==> src/rtl/polar_pkg.sv <==
// Shared polar-code definitions used by the encoder and the decoder:
// default code size, default frozen-bit mask and the bit-reversal helper.
package polar_pkg;

  localparam int POLAR_N_DEFAULT = 8;
  localparam int POLAR_LOG2N     = $clog2(POLAR_N_DEFAULT);

  // Bit i set means u_i is frozen to zero; the clear bits (u3, u5, u6, u7) carry information.
  localparam logic [POLAR_N_DEFAULT-1:0] POLAR_FROZEN_MASK_DEFAULT = 8'b0001_0111;

  // Reverse the low nbits of idx.
  function automatic int polar_bitrev(input int idx, input int nbits);
    int r;
    r = 0;
    for (int b = 0; b < nbits; b++) begin
      if (((idx >> b) & 1) == 1) r = r | (1 << (nbits - 1 - b));
    end
    return r;
  endfunction

endpackage

==> src/rtl/polar_butterfly_stage.sv <==
// One polar transform stage: an XOR butterfly across index distance
// 2**STAGE, followed by a data/valid register that loads only when enabled.
module polar_butterfly_stage
  import polar_pkg::*;
#(
  parameter int N     = POLAR_N_DEFAULT,
  parameter int STAGE = 0
) (
  input  logic         clk,
  input  logic         rst_n,
  input  logic         i_en,
  input  logic         i_valid,
  input  logic [N-1:0] i_data,
  output logic         o_valid,
  output logic [N-1:0] o_data
);

  localparam int SPAN = 2 ** STAGE;

  logic [N-1:0] w_x;
  logic         r_valid;
  logic [N-1:0] r_data;

  // The lower index of each pair absorbs its partner; the upper index passes through.
  for (genvar j = 0; j < N; j++) begin : g_bfly
    if ((j / SPAN) % 2 == 0) begin : g_low
      assign w_x[j] = i_data[j] ^ i_data[j+SPAN];
    end else begin : g_high
      assign w_x[j] = i_data[j];
    end
  end

  // Stage register; holds its contents whenever the pipeline is stalled.
  always_ff @(posedge clk or negedge rst_n) begin
    if (!rst_n) begin
      r_valid <= 1'b0;
      r_data  <= '0;
    end else if (i_en) begin
      r_valid <= i_valid;
      r_data  <= w_x;
    end
  end

  assign o_valid = r_valid;
  assign o_data  = r_data;

endmodule

==> src/rtl/polar_encoder.sv <==
// Pipelined polar encoder: x = u * F^(kron log2N), one butterfly stage per
// clock, LOG2N cycles from acceptance to out_valid, all stages advancing
// together under a single ready/valid backpressure signal.
// Build option: POLAR_ENC_BITREV_EN presents the codeword in bit-reversed order.
module polar_encoder
  import polar_pkg::*;
#(
  parameter int           N           = POLAR_N_DEFAULT,
  parameter int           K           = 4,
  parameter logic [N-1:0] FROZEN_MASK = POLAR_FROZEN_MASK_DEFAULT
) (
  input  logic         clk,
  input  logic         rst_n,
  input  logic         in_valid,
  output logic         in_ready,
  input  logic [K-1:0] in_info,
  output logic         out_valid,
  input  logic         out_ready,
  output logic [N-1:0] out_code,
  output logic [15:0]  frame_cnt
);

  localparam int LOG2N = $clog2(N);

  // Position of unfrozen index idx among the unfrozen indices, counted from zero.
  function automatic int unfrozen_rank(input int idx);
    int r;
    r = 0;
    for (int b = 0; b < idx; b++) begin
      if (!FROZEN_MASK[b]) r++;
    end
    return r;
  endfunction

  logic                     w_advance;
  logic [N-1:0]             w_u;
  logic [LOG2N:0]           w_valid;
  logic [LOG2N:0][N-1:0]    w_data;
  logic [15:0]              r_frame_cnt;

  // Frozen positions are tied to zero; info bits are gated so an idle input never reaches the stages.
  for (genvar i = 0; i < N; i++) begin : g_map
    if (FROZEN_MASK[i] || unfrozen_rank(i) >= K) begin : g_frozen
      assign w_u[i] = 1'b0;
    end else begin : g_info
      assign w_u[i] = in_valid & in_info[unfrozen_rank(i)];
    end
  end

  assign w_advance  = !w_valid[LOG2N] || out_ready;
  assign w_valid[0] = in_valid;
  assign w_data[0]  = w_u;

  for (genvar s = 0; s < LOG2N; s++) begin : g_stage
    polar_butterfly_stage #(
      .N     (N),
      .STAGE (s)
    ) u_stage (
      .clk     (clk),
      .rst_n   (rst_n),
      .i_en    (w_advance),
      .i_valid (w_valid[s]),
      .i_data  (w_data[s]),
      .o_valid (w_valid[s+1]),
      .o_data  (w_data[s+1])
    );
  end

`ifdef POLAR_ENC_BITREV_EN
  for (genvar j = 0; j < N; j++) begin : g_bitrev
    assign out_code[j] = w_data[LOG2N][polar_bitrev(j, LOG2N)];
  end
`else
  assign out_code = w_data[LOG2N];
`endif

  // Count delivered codewords; wraps naturally at 16 bits.
  always_ff @(posedge clk or negedge rst_n) begin
    if (!rst_n) begin
      r_frame_cnt <= '0;
    end else if (w_valid[LOG2N] && out_ready) begin
      r_frame_cnt <= r_frame_cnt + 16'd1;
    end
  end

  assign in_ready  = w_advance;
  assign out_valid = w_valid[LOG2N];
  assign frame_cnt = r_frame_cnt;

endmodule

==> config.mk <==
export PLATFORM = sky130hd
export DESIGN_NAME = polar_encoder
export DESIGN_NICKNAME = d
export VERILOG_FILES = /design/src/rtl/polar_pkg.sv /design/src/rtl/polar_butterfly_stage.sv /design/src/rtl/polar_encoder.sv
export SDC_FILE = /design/constraint.sdc
export NUM_CORES = 1
export LEC_CHECK = 0
export ABC_CLOCK_PERIOD_IN_PS = 1800
export CORE_MARGIN = 4
export CORE_UTILIZATION = 49
export DETAILED_ROUTE_END_ITERATION = 8
export HOLD_SLACK_MARGIN = 0.15
export PLACE_DENSITY = 0.86
export SLEW_MARGIN = 20
export SYNTH_ARGS = -nofsm -noshare
export SYNTH_HDL_FRONTEND = slang
export SYNTH_SLANG_ARGS = --single-unit
==> constraint.sdc <==
create_clock -name clk -period 1.8 [get_ports clk]
set_input_delay 0.45 -clock clk [delete_from_list [all_inputs] [get_ports clk]]
set_output_delay 0.45 -clock clk [all_outputs]
set_load 0.02 [all_outputs]
==> impl_metrics.yaml <==
timing:
  hold_violations: 0
  setup_viol: 0
  tightest_slew_ns: 0.444
  fin_hold_ws_ns: 0.472
  fin_crit_ns: 1.73
  period_share: 0.963
  slew-limit-headroom: 0.704
  rsz0062_at_grt: "no"
  max_freq_mhz: 577
  slew_viol_final: 0
  skew_ns: 0.00341
worst_setup_path:
  r2r_start: "frame_cnt[0]"
  endpoint: "out_code[7]"
  cp-startpoint: "g_stage[2].u_stage.o_data[7]"
  start_kind: "register"
  cp_slowest_stage_delay_ns: 0.60
  required_ns: 1.35
  r2r.worst_path.cells: 6
  r2r_end: "frame_cnt[10]"
  crit_family: "buffers and inverters"
  cp.depth: 1
  crit_arrival_ns: 1.28
  crit_buf_inv: 1
  crit_fanout: 2
  path_class: "register to output pin"
  path_cells: "clkdlybuf4s50_1"
  rrSetupSlack_ns: 0.37
  cp_slowest_cell: "clkdlybuf4s50_1"
  end_kind: "output pin"
yosys:
  ys.flop_type: "dfrtp_1"
  synthAdderAreaFrac: 0.00830
  synth_area_per_cell_sq_um: 10.5
  synth-simple-area-share: 0.218
  synth_top_family_by_area: "simple AND/OR/NAND/NOR gates"
  synth_warnings: 0
  synthesis.area_sq_um: 1510
  synth_commonest_cells: "nand2_1 (47), dfrtp_1 (36), xnor2_1 (18)"
  ys_ff_latch: 36
  syn_inst: 144
  synth_xor_area_frac: 0.128
  synth-edff-count: 0
  synth_compound_area_frac: 0.0232
  synth_top_cell_area_share: 0.598
  syn-num-nets: 153
  synth_top_cells_by_area: "dfrtp_1 (60%), nand2_1 (12%), xnor2_1 (10%)"
  postSynth.asyncResetShare: 1.00
  synth_top_area_cell: "dfrtp_1"
  synth.area.mux_share: 0.00747
  yosysSeqAreaShare: 0.598
  synthMostInstantiatedCell: "nand2_1"
  ys_types: 22
clock_network:
  htree_levels: 2
  insertion_delay_ns: 0.33
  clk_transition_reported_paths_ns: 0.09
  clockBufferDepth: 2
  cts_tree: "done"
  cts_root_buffer: "clkbuf_4"
  cts_buffers: 5
  cts_sinks: 36
final_layout:
  final_net_count: 194
  ff_latch_area_sq_um: 901
  nFillCells: 218
  multiInputGateArea_sq_um: 583
  diodes: 0
  drive_gt1_frac: 0.0968
  post-route-util: 0.685
  area_growth_pct: 29.6
die:
  fp-row-count: 19
  coreArea_sq_um: 2850
  die_width_microns: 63.5
  dieArea_sq_um: 4030
  initial_core_util: 0.529
  die_h_microns: 63.5
  pin_count: 34
global_routing:
  grt_pass1_vias: 1090
  globalRouteOverflowTotal: 0
  met3_usage: 0.0409
  grt_pass1_wl_mm: 5.10
  antenna_found_initial: 0
  globalRouteMet2Util: 0.275
  grt_max_degree: 37
  grt_use_met1: 0.196
  grt_usage: 0.164
  top_usage_layer: "met2"
detailed_routing:
  firstDrtPassIters: 4
  drc: 0
  drt-vias-per-instance: 5.11
  postRouteWirelength_mm: 2.94
  ant_nets: 0
  dr.first_iter.drc_count: 69
  vias: 1108
  wire_per_inst_microns: 13.6
job:
  maxCapViolations: 0
min_path:
  hold_class: "register to register"
  hp-start: "g_stage[2].u_stage.o_data[6]"
pwr:
  p_per_area_nw_per_um2: 1320
  total_power_w: 0.00258
  worst_ir_drop_vdd_mv: 0.771
  p_leak_nw: 1.04
run_status:
  outcome: "completed"
placed_design:
  dp.final_hpwl_mm: 2.18
  numPortBuffers: 33
  gp_congestion: 0.805
[report_power, final]
group | total (W) | switching (W) | internal (W) | leakage [nW]
Clock | 0.000439 | 0.000247 | 0.000193 | 0.0326
Sequential | 0.00122 | 0.000189 | 0.00103 | 0.467
Combinational | 0.000924 | 0.000512 | 0.000412 | 0.544
Total | 0.00258 | 0.000948 | 0.00163 | 1.04
[kinds of logic after synthesis]
family / Yosys count
and+or+nand+nor: 71
DFF: 36
xor gates and xnor gates: 22
AOI/OAI and AO/OA: 7
buffers and inverters: 6
muxes: 1
adders and majority gates: 1
[metrics by stage]
step	TNS (ns)	instances	cell area, sq um	setup slack [ns]
after CTS	0	217	1930	0.000892
after detailed placement	-0.759	209	1900	-0.409
final	0	217	1950	0.0659
after floorplan	0	144	1510	0.250
after global routing	0	217	1950	0.00309
after global placement	-0.618	209	1900	-0.407
[how the worst min path moves through the flow]
stage                                               to  slack (ns)  depth (start not counted)
after global placement      g_stage[1].u_stage.o_valid        0.44                          2
after CTS                 g_stage[2].u_stage.o_data[6]        0.48                          2
after floorplan                           frame_cnt[0]        0.15                          0
after global routing                     frame_cnt[15]        0.50                          1
final                     g_stage[2].u_stage.o_data[6]        0.47                          2
after detailed placement  g_stage[2].u_stage.o_data[6]        0.46                          2
[placed cells by master, fill, tap and decap left out, drive strengths merged]
cell type       n
nand2          47
dfrtp          36
xnor2          18
dlygate4sd2    17
nand3           9
clkdlybuf4s50   8
clkbuf          8
o21ai           7
dlymetal6s2s    7
buf             7
xor2            4
nand4           3
nor2            3
nor3            2
nand2b          2
and3            2
nor2b           1
inv             1
nor4            1
and4            1
mux2            1
ha              1
[sequential cells by signal (all words and copies together), names as in the netlist]
signal / count
frame_cnt: 16
g_stage.u_stage.o_data: 17
g_stage.u_stage.o_valid: 3
[layer usage]
layer | share of wire | vias to the layer above
met5 | 0 | -
met4 | 0.020 | 0
met3 | 0.050 | 7
met2 | 0.49 | 31
met1 | 0.44 | 525
li1 | - | 545
[what timing repair did]
item / 4_1_cts / 5_1_grt
setup buffers: 0 / 0
gates resized for setup: 22 / 8
gates cloned: 0 / 0
hold buffers: 0 / 0
pin swaps: 0 / 0
endpoints found under the hold margin: 0 / 0
setup endpoints to repair: 18 / 7
[layout make-up]
class | instances | share of cell area
tap | 31 | 0.0198
clock buffer | 8 | 0.0301
inverter | 1 | 0.00192
timing repair buffer | 39 | 0.189
sequential | 36 | 0.461
multi-input combinational | 102 | 0.298
No activity file was read; power rests on OpenSTA's default activity.
